## src/rtl/sap_control_unit.sv

```systemverilog
// sap_control_unit: SAP-1 style T-state sequencer with combinational control-word decode,
// halt state and retired-instruction counter.
module sap_control_unit (
    input  logic        CLOCK_50,
    input  logic        RESET_N,
    input  logic        step_en,
    input  logic [3:0]  opcode,
    input  logic        flag_c,
    input  logic        flag_z,
    output logic [15:0] ctrl,
    output logic [2:0]  t_state,
    output logic        halted,
    output logic [7:0]  retired
);
    localparam logic [15:0] HLT = 16'h8000, MI = 16'h4000, RI = 16'h2000, RO = 16'h1000;
    localparam logic [15:0] IO  = 16'h0800, II = 16'h0400, AI = 16'h0200, AO = 16'h0100;
    localparam logic [15:0] EO  = 16'h0080, SU = 16'h0040, BI = 16'h0020, OI = 16'h0010;
    localparam logic [15:0] CE  = 16'h0008, CO = 16'h0004, J  = 16'h0002, FI = 16'h0001;

    typedef enum logic [2:0] {T0 = 3'd0, T1 = 3'd1, T2 = 3'd2, T3 = 3'd3, T4 = 3'd4, HALT = 3'd5} state_t;

    state_t     state_q, state_d;
    logic [7:0] retired_q, retired_d;
    logic       last;

    // T4 always terminates so a mid-instruction opcode change can never strand the sequencer
    always_comb begin
        case (state_q)
            T1:      last = (opcode == 4'h0) || (opcode >= 4'h9 && opcode <= 4'hD);
            T2:      last = (opcode >= 4'h5 && opcode <= 4'h8) || (opcode == 4'hE);
            T3:      last = (opcode == 4'h1) || (opcode == 4'h4);
            T4:      last = 1'b1;
            default: last = 1'b0;
        endcase
    end

    always_comb begin
        state_d   = state_q;
        retired_d = retired_q;
        if (step_en && state_q != HALT) begin
            if (state_q == T2 && opcode == 4'hF) begin
                state_d   = HALT;
                retired_d = retired_q + 8'd1;
            end else if (last) begin
                state_d   = T0;
                retired_d = retired_q + 8'd1;
            end else begin
                state_d = state_t'(state_q + 3'd1);
            end
        end
    end

    always_ff @(posedge CLOCK_50 or negedge RESET_N) begin
        if (!RESET_N) begin
            state_q   <= T0;
            retired_q <= 8'd0;
        end else begin
            state_q   <= state_d;
            retired_q <= retired_d;
        end
    end

    always_comb begin
        case (state_q)
            T0: ctrl = CO | MI;
            T1: ctrl = RO | II | CE;
            T2: begin
                case (opcode)
                    4'h1, 4'h2, 4'h3, 4'h4: ctrl = IO | MI;
                    4'h5:    ctrl = IO | AI;
                    4'h6:    ctrl = IO | J;
                    4'h7:    ctrl = flag_c ? (IO | J) : 16'h0000;
                    4'h8:    ctrl = flag_z ? (IO | J) : 16'h0000;
                    4'hE:    ctrl = AO | OI;
                    4'hF:    ctrl = HLT;
                    default: ctrl = 16'h0000;
                endcase
            end
            T3: begin
                case (opcode)
                    4'h1:       ctrl = RO | AI;
                    4'h2, 4'h3: ctrl = RO | BI;
                    4'h4:       ctrl = AO | RI;
                    default:    ctrl = 16'h0000;
                endcase
            end
            T4: begin
                case (opcode)
                    4'h2:    ctrl = EO | AI | FI;
                    4'h3:    ctrl = EO | AI | FI | SU;
                    default: ctrl = 16'h0000;
                endcase
            end
            HALT:    ctrl = HLT;
            default: ctrl = 16'h0000;
        endcase
    end

    assign halted  = (state_q == HALT);
    assign t_state = halted ? 3'd0 : state_q;
    assign retired = retired_q;
endmodule

```

## config.mk

```make
export PLATFORM = sky130hd
export DESIGN_NAME = sap_control_unit
export DESIGN_NICKNAME = d
export VERILOG_FILES = /design/src/rtl/sap_control_unit.sv
export SDC_FILE = /design/constraint.sdc
export NUM_CORES = 1
export LEC_CHECK = 0
export BUFFER_PORTS_ARGS = -buffer_cell sky130_fd_sc_hd__buf_2
export CORE_ASPECT_RATIO = 1.25
export CORE_MARGIN = 2
export CORE_UTILIZATION = 48
export DETAILED_ROUTE_END_ITERATION = 16
export PLACE_DENSITY = 0.78
export SETUP_SLACK_MARGIN = 0.2
export SKIP_LAST_GASP = 1
export SYNTH_ARGS = -nofsm -noshare
export SYNTH_HDL_FRONTEND = slang
export SYNTH_SLANG_ARGS = --single-unit
```

## constraint.sdc

```tcl
create_clock -name CLOCK_50 -period 3.1 [get_ports CLOCK_50]
set_input_delay 0.31 -clock CLOCK_50 [delete_from_list [all_inputs] [get_ports CLOCK_50]]
set_output_delay 0.31 -clock CLOCK_50 [all_outputs]
set_load 0.01 [all_outputs]
```

==> results.sh, run 1 <==
export IMPL_slew_viol_final=0
export IMPL_finClkSkew_ns=0.00127
export IMPL_die_w_um=44.5
export IMPL_slew_headroom_pct=64.7
export IMPL_dp_hpwl_mm=1.69
export IMPL_synth_fp_nets=136
export IMPL_synth_warnings=0
export IMPL_io_pins=37
export IMPL_grt_antenna_before_repair=0
export IMPL_rsz0062_at_grt="false"
export IMPL_netlist_instances=121
export IMPL_finalSetupTns_ns=0
export IMPL_dr_pass1_iters=4
export IMPL_clkLatencyLatePin_ns=0.26
export IMPL_wl_per_cell_um=12.2
export IMPL_setup_viol=0
export IMPL_period_needed_ns=2.32
export IMPL_wl_mm=2.14
export IMPL_p_switching_w=0.000462
export IMPL_synth_edff_count=0
export IMPL_place_area_um2=1140
export IMPL_routed_via_density=5.53
export IMPL_synthFlopType="dfrtp_1"
export IMPL_post_place_cells=170
export IMPL_finalPower_w=0.000965
export IMPL_ys_ff_latch=11
export IMPL_postCtsHoldBufs=1
export IMPL_area_delta_synth_final_pct=19.5
export IMPL_grt_max_degree=14
export IMPL_min_path_type="primary input to flop"
export IMPL_cts_max_level=1
export IMPL_regArea_um2=275
export IMPL_yosysTopAreaCell="dfrtp_1"
export IMPL_avgSynthCellArea_um2=8.15
export IMPL_synth_top_cell_area_share_pct=27.9
export IMPL_dieHeight_um=54.7
export IMPL_fp_row_count=18
export IMPL_coreArea_um2=1960
export IMPL_holdWs_ns=0.357
export IMPL_post_route_period_util_pct=74.7
export IMPL_instances_no_fill=175
export IMPL_leakage_nw=0.616
export IMPL_antenna_cells=0
export IMPL_gp_congestion=0.922
export IMPL_synthesis_area_um2=986
export IMPL_numPortBuffers=36
export IMPL_p_sw_share_pct=47.9
export IMPL_ir_drop_mv=0.489
export IMPL_pwr_share_seq_pct=31.8
export IMPL_ys_seq_area_share_pct=27.9
export IMPL_finish_instance_area_um2=1180
export IMPL_ys_async_sr_fraction_pct=100
export IMPL_clockPowerShare_pct=9.8
export IMPL_cp_arrival_ns=2.46
export IMPL_cts_sinks=11
export IMPL_hold_violations=0
export IMPL_status="finished, final reports clean"
export IMPL_crit_fanout=8
export IMPL_start_kind="flop"
export IMPL_cts_tree="done"
export IMPL_internal_power_w=0.000502
export IMPL_fill_cells=176
export IMPL_power_density_nw_per_um2=818
export IMPL_drv_cap=0
export IMPL_ys_types=36
export IMPL_tightest_slew_ns=0.524
export IMPL_start_util_pct=50.3
export IMPL_drcViolationCount=0
export IMPL_drive_gt1_share_pct=30.3
export IMPL_cts_clk_slew_worst_paths_ns=0.07
export IMPL_nets=171
export IMPL_crit_type="flop to flop"
export IMPL_synth_area_top_cells="dfrtp_1 (28%), ha_1 (7.6%), nor2_1 (6.5%), xor2_1 (6.2%), o21ai_0 (4.1%)"
export IMPL_max_freq_mhz=432
export IMPL_grt_usage_pct=20.2
export IMPL_cts_buffer_depth=2
export IMPL_post_cts_buffers=0
export IMPL_numCtsBuffers=3
export IMPL_overflow=0
export IMPL_multiInputGateArea_um2=628
export IMPL_die_area_um2=2430
export IMPL_drt_iter0_markers=12
export IMPL_pwr_share_comb_pct=58.3
export IMPL_grt_pass1_wl_mm=3.59
export IMPL_crit_required_ns=3.25
export IMPL_ant_nets=0
export IMPL_via_count=967
export IMPL_cts_root_buffer="clkbuf_4"
export IMPL_cp_end_kind="flop"
export IMPL_grt_pass1_vias=857
export IMPL_ctsResizeCount=0
==> power groups by stage <==
| stage | registers (W) | clock network [W] | logic (W) |
|---|---|---|---|
| floorplan | 0.000308 | 0 | 0.000378 |
| global placement | 0.000305 | 0 | 0.000553 |
| detailed placement | 0.000309 | 0 | 0.000564 |
| CTS | 0.000307 | 0.000100 | 0.000568 |
| global route | 0.000321 | 0.000111 | 0.000632 |
| finish | 0.000307 | 0.0000947 | 0.000563 |
==> per-stage QoR <==
| stage | setup slack (ns) | utilization (%) |
|---|---|---|
| global route | 0.628 | 60.2 |
| finish | 0.785 | 60.2 |
| CTS | 0.770 | 60.2 |
| global placement | 0.869 | 58.3 |
| detailed placement | 0.779 | 58.3 |
| floorplan | 0.952 | - |
==> cell usage after synthesis, types with 2 or more instances <==
cell      number
a21oi_1        3
xor2_1         7
or3_1          2
ha_1           6
nor3_1         3
inv_1          9
buf_2          3
buf_4          3
and3_1         3
a22oi_1        3
nand3_1        6
nand3b_1       2
nor2_1        17
dfrtp_1       11
o21ai_0        8
nand4_1        3
nand2_1       10
nor2b_1        4
==> logic make-up (layout without fill, tap and decap cells) <==
| logic type | count (synthesis) | in the layout | synth area share (%) |
|---|---|---|---|
| compound gates | 20 | 20 | 16.0 |
| buf+inv | 16 | 50 | 8.37 |
| simple gates | 57 | 57 | 29.7 |
| flops | 11 | 11 | 27.9 |
| mux | 3 | 3 | 3.30 |
| fa+ha+maj | 6 | 6 | 7.61 |
| xor+xnor | 8 | 8 | 7.11 |
==> worst paths after layout <==
path	startpoint	end	slack [ns]	depth (start not counted)
worst max-delay path	state_q[1]	retired[1]	0.78	7
worst max register to register	state_q[1]	retired[1]	0.78	7
worst min register to register	retired[7]	retired[7]	0.46	1
min in group asynchronous	RESET_N	retired[4]	0.44	2
max in group asynchronous	RESET_N	retired[5]	2.46	2
worst min-delay path	step_en	state_q[2]	0.36	3
==> layout make-up <==
type,count,share of cell area [%]
clock buffers,4,2.23
flip-flops and latches,11,23.4
well taps,20,2.12
inverters,9,2.87
multi-input cells,94,53.3
repair buffers,37,16.1
==> placed cells by master, fill, tap and decap left out, types with 2 or more instances in the layout <==
| cell type | n |
|---|---|
| ha_1 | 6 |
| nand3_1 | 6 |
| dfrtp_1 | 11 |
| clkbuf_4 | 3 |
| nor2b_1 | 4 |
| nor2_1 | 17 |
| a21oi_1 | 3 |
| nand2_1 | 10 |
| a22oi_1 | 3 |
| nand4_1 | 3 |
| o21ai_0 | 8 |
| or3_1 | 2 |
| and3_1 | 3 |
| xor2_1 | 7 |
| inv_1 | 9 |
| nand3b_1 | 2 |
| buf_2 | 36 |
| nor3_1 | 3 |
==> state kept, by name (all words and copies together), names as in the netlist <==
register and cells:
state_q 3, retired 8
==> routing by layer <==
layer,vias to the layer above,global-route usage (%),routed length (um)
li1,481,-,-
met2,33,34.1,1090
met3,2,4.29,111
met5,-,0,0
met4,0,11.6,10
met1,451,23.4,927
==> critical path: stages (launching register included) <==
cell       delay [ns]
dfrtp_1          0.43
inv_1            0.12
ha_1             0.24
or3_1            0.38
nand4_1          0.11
o2111ai_2        0.17
o31ai_4          0.38
mux2_1           0.36
Power figures use the tool's default switching activity.
==> inputs of run 2 (changes only) <==
--- a/config.mk
+++ b/config.mk
@@ -5,12 +5,13 @@
 export SDC_FILE = /design/constraint.sdc
 export NUM_CORES = 1
 export LEC_CHECK = 0
+export ABC_AREA = 1
 export BUFFER_PORTS_ARGS = -buffer_cell sky130_fd_sc_hd__buf_2
 export CORE_ASPECT_RATIO = 1.25
 export CORE_MARGIN = 2
-export CORE_UTILIZATION = 48
+export CORE_UTILIZATION = 49
 export DETAILED_ROUTE_END_ITERATION = 16
-export PLACE_DENSITY = 0.78
+export PLACE_DENSITY = 0.79
 export SETUP_SLACK_MARGIN = 0.2
 export SKIP_LAST_GASP = 1
 export SYNTH_ARGS = -nofsm -noshare
==> constraint.sdc (replaced) <==
create_clock -name CLOCK_50 -period 2.4 [get_ports CLOCK_50]
set_input_delay 0.24 -clock CLOCK_50 [delete_from_list [all_inputs] [get_ports CLOCK_50]]
set_output_delay 0.24 -clock CLOCK_50 [all_outputs]
set_load 0.01 [all_outputs]
==> run 2 against run 1 <==
Compared with the run above:
- sequential cell count unchanged
- final area up 6.3%
- die area rose by 2.8%
- critical path depth did not move
- count of clock-buffer cells in the layout stayed put
- critical path type is now flop to output pin
- cell count up 21%
- core utilization rose by 3.0 points
==> results.sh, run 2 <==
export IMPL_start_util_pct=52.3
export IMPL_post_cts_buffers=0
export IMPL_dieHeight_um=55.4
export IMPL_numCtsBuffers=3
export IMPL_min_from="step_en"
export IMPL_synthFlopType="dfrtp_1"
export IMPL_path_cells="inv_1 -> ha_1 -> bufinv_8 -> nor2_4 -> nand2_1 -> a21oi_1 -> buf_2"
export IMPL_coreArea_um2=1980
export IMPL_die_w_um=45.2
export IMPL_gp_congestion=0.818
export IMPL_ant_nets=0
export IMPL_die_area_um2=2500
export IMPL_synth_commonest_cells="nand2_1 (43), inv_1 (20), nor2_1 (18)"
export IMPL_synthesis_area_um2=1040
export IMPL_grt_antenna_before_repair=0
export IMPL_drive_gt1_share_pct=27.1
export IMPL_power_density_nw_per_um2=923
export IMPL_start_kind="flop"
export IMPL_drv_cap=0
export IMPL_tightest_slew_ns=0.356
export IMPL_cts_max_level=1
export IMPL_crit_type="flop to output pin"
export IMPL_finalSetupTns_ns=0
export IMPL_slew_viol_final=0
export IMPL_cts_sinks=11
export IMPL_finClkSkew_ns=0.00220
export IMPL_hold_violations=0
export IMPL_dr_pass1_iters=4
export IMPL_netlist_instances=155
export IMPL_drt_iter0_markers=29
export IMPL_dp_hpwl_mm=2.03
export IMPL_nets=208
export IMPL_fp_row_count=18
export IMPL_synth_area_top_cells="dfrtp_1 (27%), nand2_1 (16%), nand3_1 (8.2%), ha_1 (7.2%), inv_1 (7.2%)"
export IMPL_wl_per_cell_um=11.5
export IMPL_numPortBuffers=36
export IMPL_critPathBufInv=3
export IMPL_regToRegStartpoint="state_q[1]"
export IMPL_drcViolationCount=0
export IMPL_finalPower_w=0.00116
export IMPL_cp_arrival_ns=1.81
export IMPL_cp_end_kind="output pin"
export IMPL_period_needed_ns=2.05
export IMPL_min_path_type="primary input to flop"
export IMPL_synth_warnings=0
export IMPL_cts_tree="done"
export IMPL_ys_types=24
export IMPL_max_freq_mhz=488
export IMPL_synth_fp_nets=170
export IMPL_overflow=0
export IMPL_setup_viol=0
export IMPL_ir_drop_mv=0.559
export IMPL_wl_mm=2.44
export IMPL_critical_path_top_delay_family="buffers and inverters"
export IMPL_ys_async_sr_fraction_pct=100
export IMPL_post_route_period_util_pct=85.3
export IMPL_cts_root_buffer="clkbuf_4"
export IMPL_slowest_delay_ns=0.41
export IMPL_ys_ff_latch=11
export IMPL_clkLatencyLatePin_ns=0.27
export IMPL_synth_edff_count=0
export IMPL_routed_via_density=5.24
export IMPL_crit_fanout=7
export IMPL_yosysTopAreaCell="dfrtp_1"
export IMPL_cp_startpoint="state_q[0]"
export IMPL_avgSynthCellArea_um2=6.69
export IMPL_grt_max_degree=12
export IMPL_cts_buffer_depth=2
export IMPL_status="finished, final reports clean"
export IMPL_leakage_nw=0.749
export IMPL_crit_required_ns=2.16
export IMPL_grt_pass1_vias=1009
export IMPL_final_cell_mix="nand2_1 (43), buf_2 (36), inv_1 (20)"
export IMPL_io_pins=37
export IMPL_largest_reg_flops=8
export IMPL_slew_headroom_pct=76.2
export IMPL_yosysMostFrequentCell="nand2_1"
export IMPL_final_util_pct=63.2
export IMPL_slowest_stage="dfrtp_1"
export IMPL_grt_pass1_wl_mm=4.15
export IMPL_grt_usage_pct=21.8
export IMPL_cts_clk_slew_worst_paths_ns=0.07
export IMPL_area_delta_synth_final_pct=20.7
export IMPL_ys_seq_area_share_pct=26.5
export IMPL_antenna_cells=0
export IMPL_synth_top_cell_area_share_pct=26.5
export IMPL_rsz0062_at_grt="false"
export IMPL_final_common_cell="nand2_1"
export IMPL_via_count=1110
run 2: what timing repair did:
action,CTS,global route
endpoints found under the hold margin,11,0
gates resized for setup,0,0
hold buffers,1,0
run 2: path summary, 6_finish.rpt:
| check | slack, ns | depth (start not counted) | end |
|---|---|---|---|
| worst max-delay path | 0.35 | 7 | ctrl[15] |
| worst min-delay path | 0.27 | 3 | state_q[2] |
| worst max register to register | 0.58 | 11 | retired[5] |
| worst min register to register | 0.53 | 2 | retired[7] |
| max in group asynchronous | 1.84 | 2 | state_q[0] |
| min in group asynchronous | 0.36 | 2 | state_q[1] |
run 2: worst reg2reg max path, stage by stage, from the launching register on:
cell     delay, ns
dfrtp_1       0.46
inv_1         0.14
ha_1          0.25
nor2_1        0.20
a21oi_4       0.07
nand2_1       0.08
nand2_2       0.07
nor2_4        0.16
nand2_4       0.11
nand2_4       0.11
nand2_1       0.06
nand2_1       0.06
run 2: final cells by class:
class	count	area, um^2
clock buffers	4	26.3
flip-flops and latches	11	275
repair buffers	37	190
inverters	22	96.3
multi-input cells	118	639
well taps	20	25.0
fillers	198	729
run 2: report_power, final:
group	internal, W	leakage, nW	switching, W
Combinational	0.000268	0.592	0.000434
Sequential	0.000240	0.143	0.0000861
Clock	0.0000645	0.0150	0.0000633
Total	0.000573	0.749	0.000583
run 2: cells by family after synthesis:
kind of cell / share of synthesized area, %
and+or+nand+nor: 41.3
buffers and inverters: 11.8
AOI/OAI and AO/OA: 8.08
DFF: 26.5
xor gates and xnor gates: 5.07
adders and majority gates: 7.24
run 2: stage by stage:
| step | instance area (um^2) | setup slack [ns] | std cells | hold WS, ns |
|---|---|---|---|---|
| finish | 1250 | 0.352 | 212 | 0.265 |
| global route | 1250 | 0.224 | 212 | 0.254 |
| CTS | 1250 | 0.354 | 212 | 0.264 |
| detailed placement | 1220 | 0.600 | 207 | 0.122 |
| global placement | 1220 | 0.631 | 207 | 0.117 |
| floorplan | 1040 | 0.829 | 155 | -0.0556 |
run 2: metal layers:
metal | global-route usage, % | share of wire (%) | routed length (um)
met4 | 10.5 | 1.8 | 45
met1 | 25.4 | 40 | 967
met2 | 38.0 | 54 | 1310
met5 | 0 | 0 | 0
met3 | 1.96 | 4.7 | 115
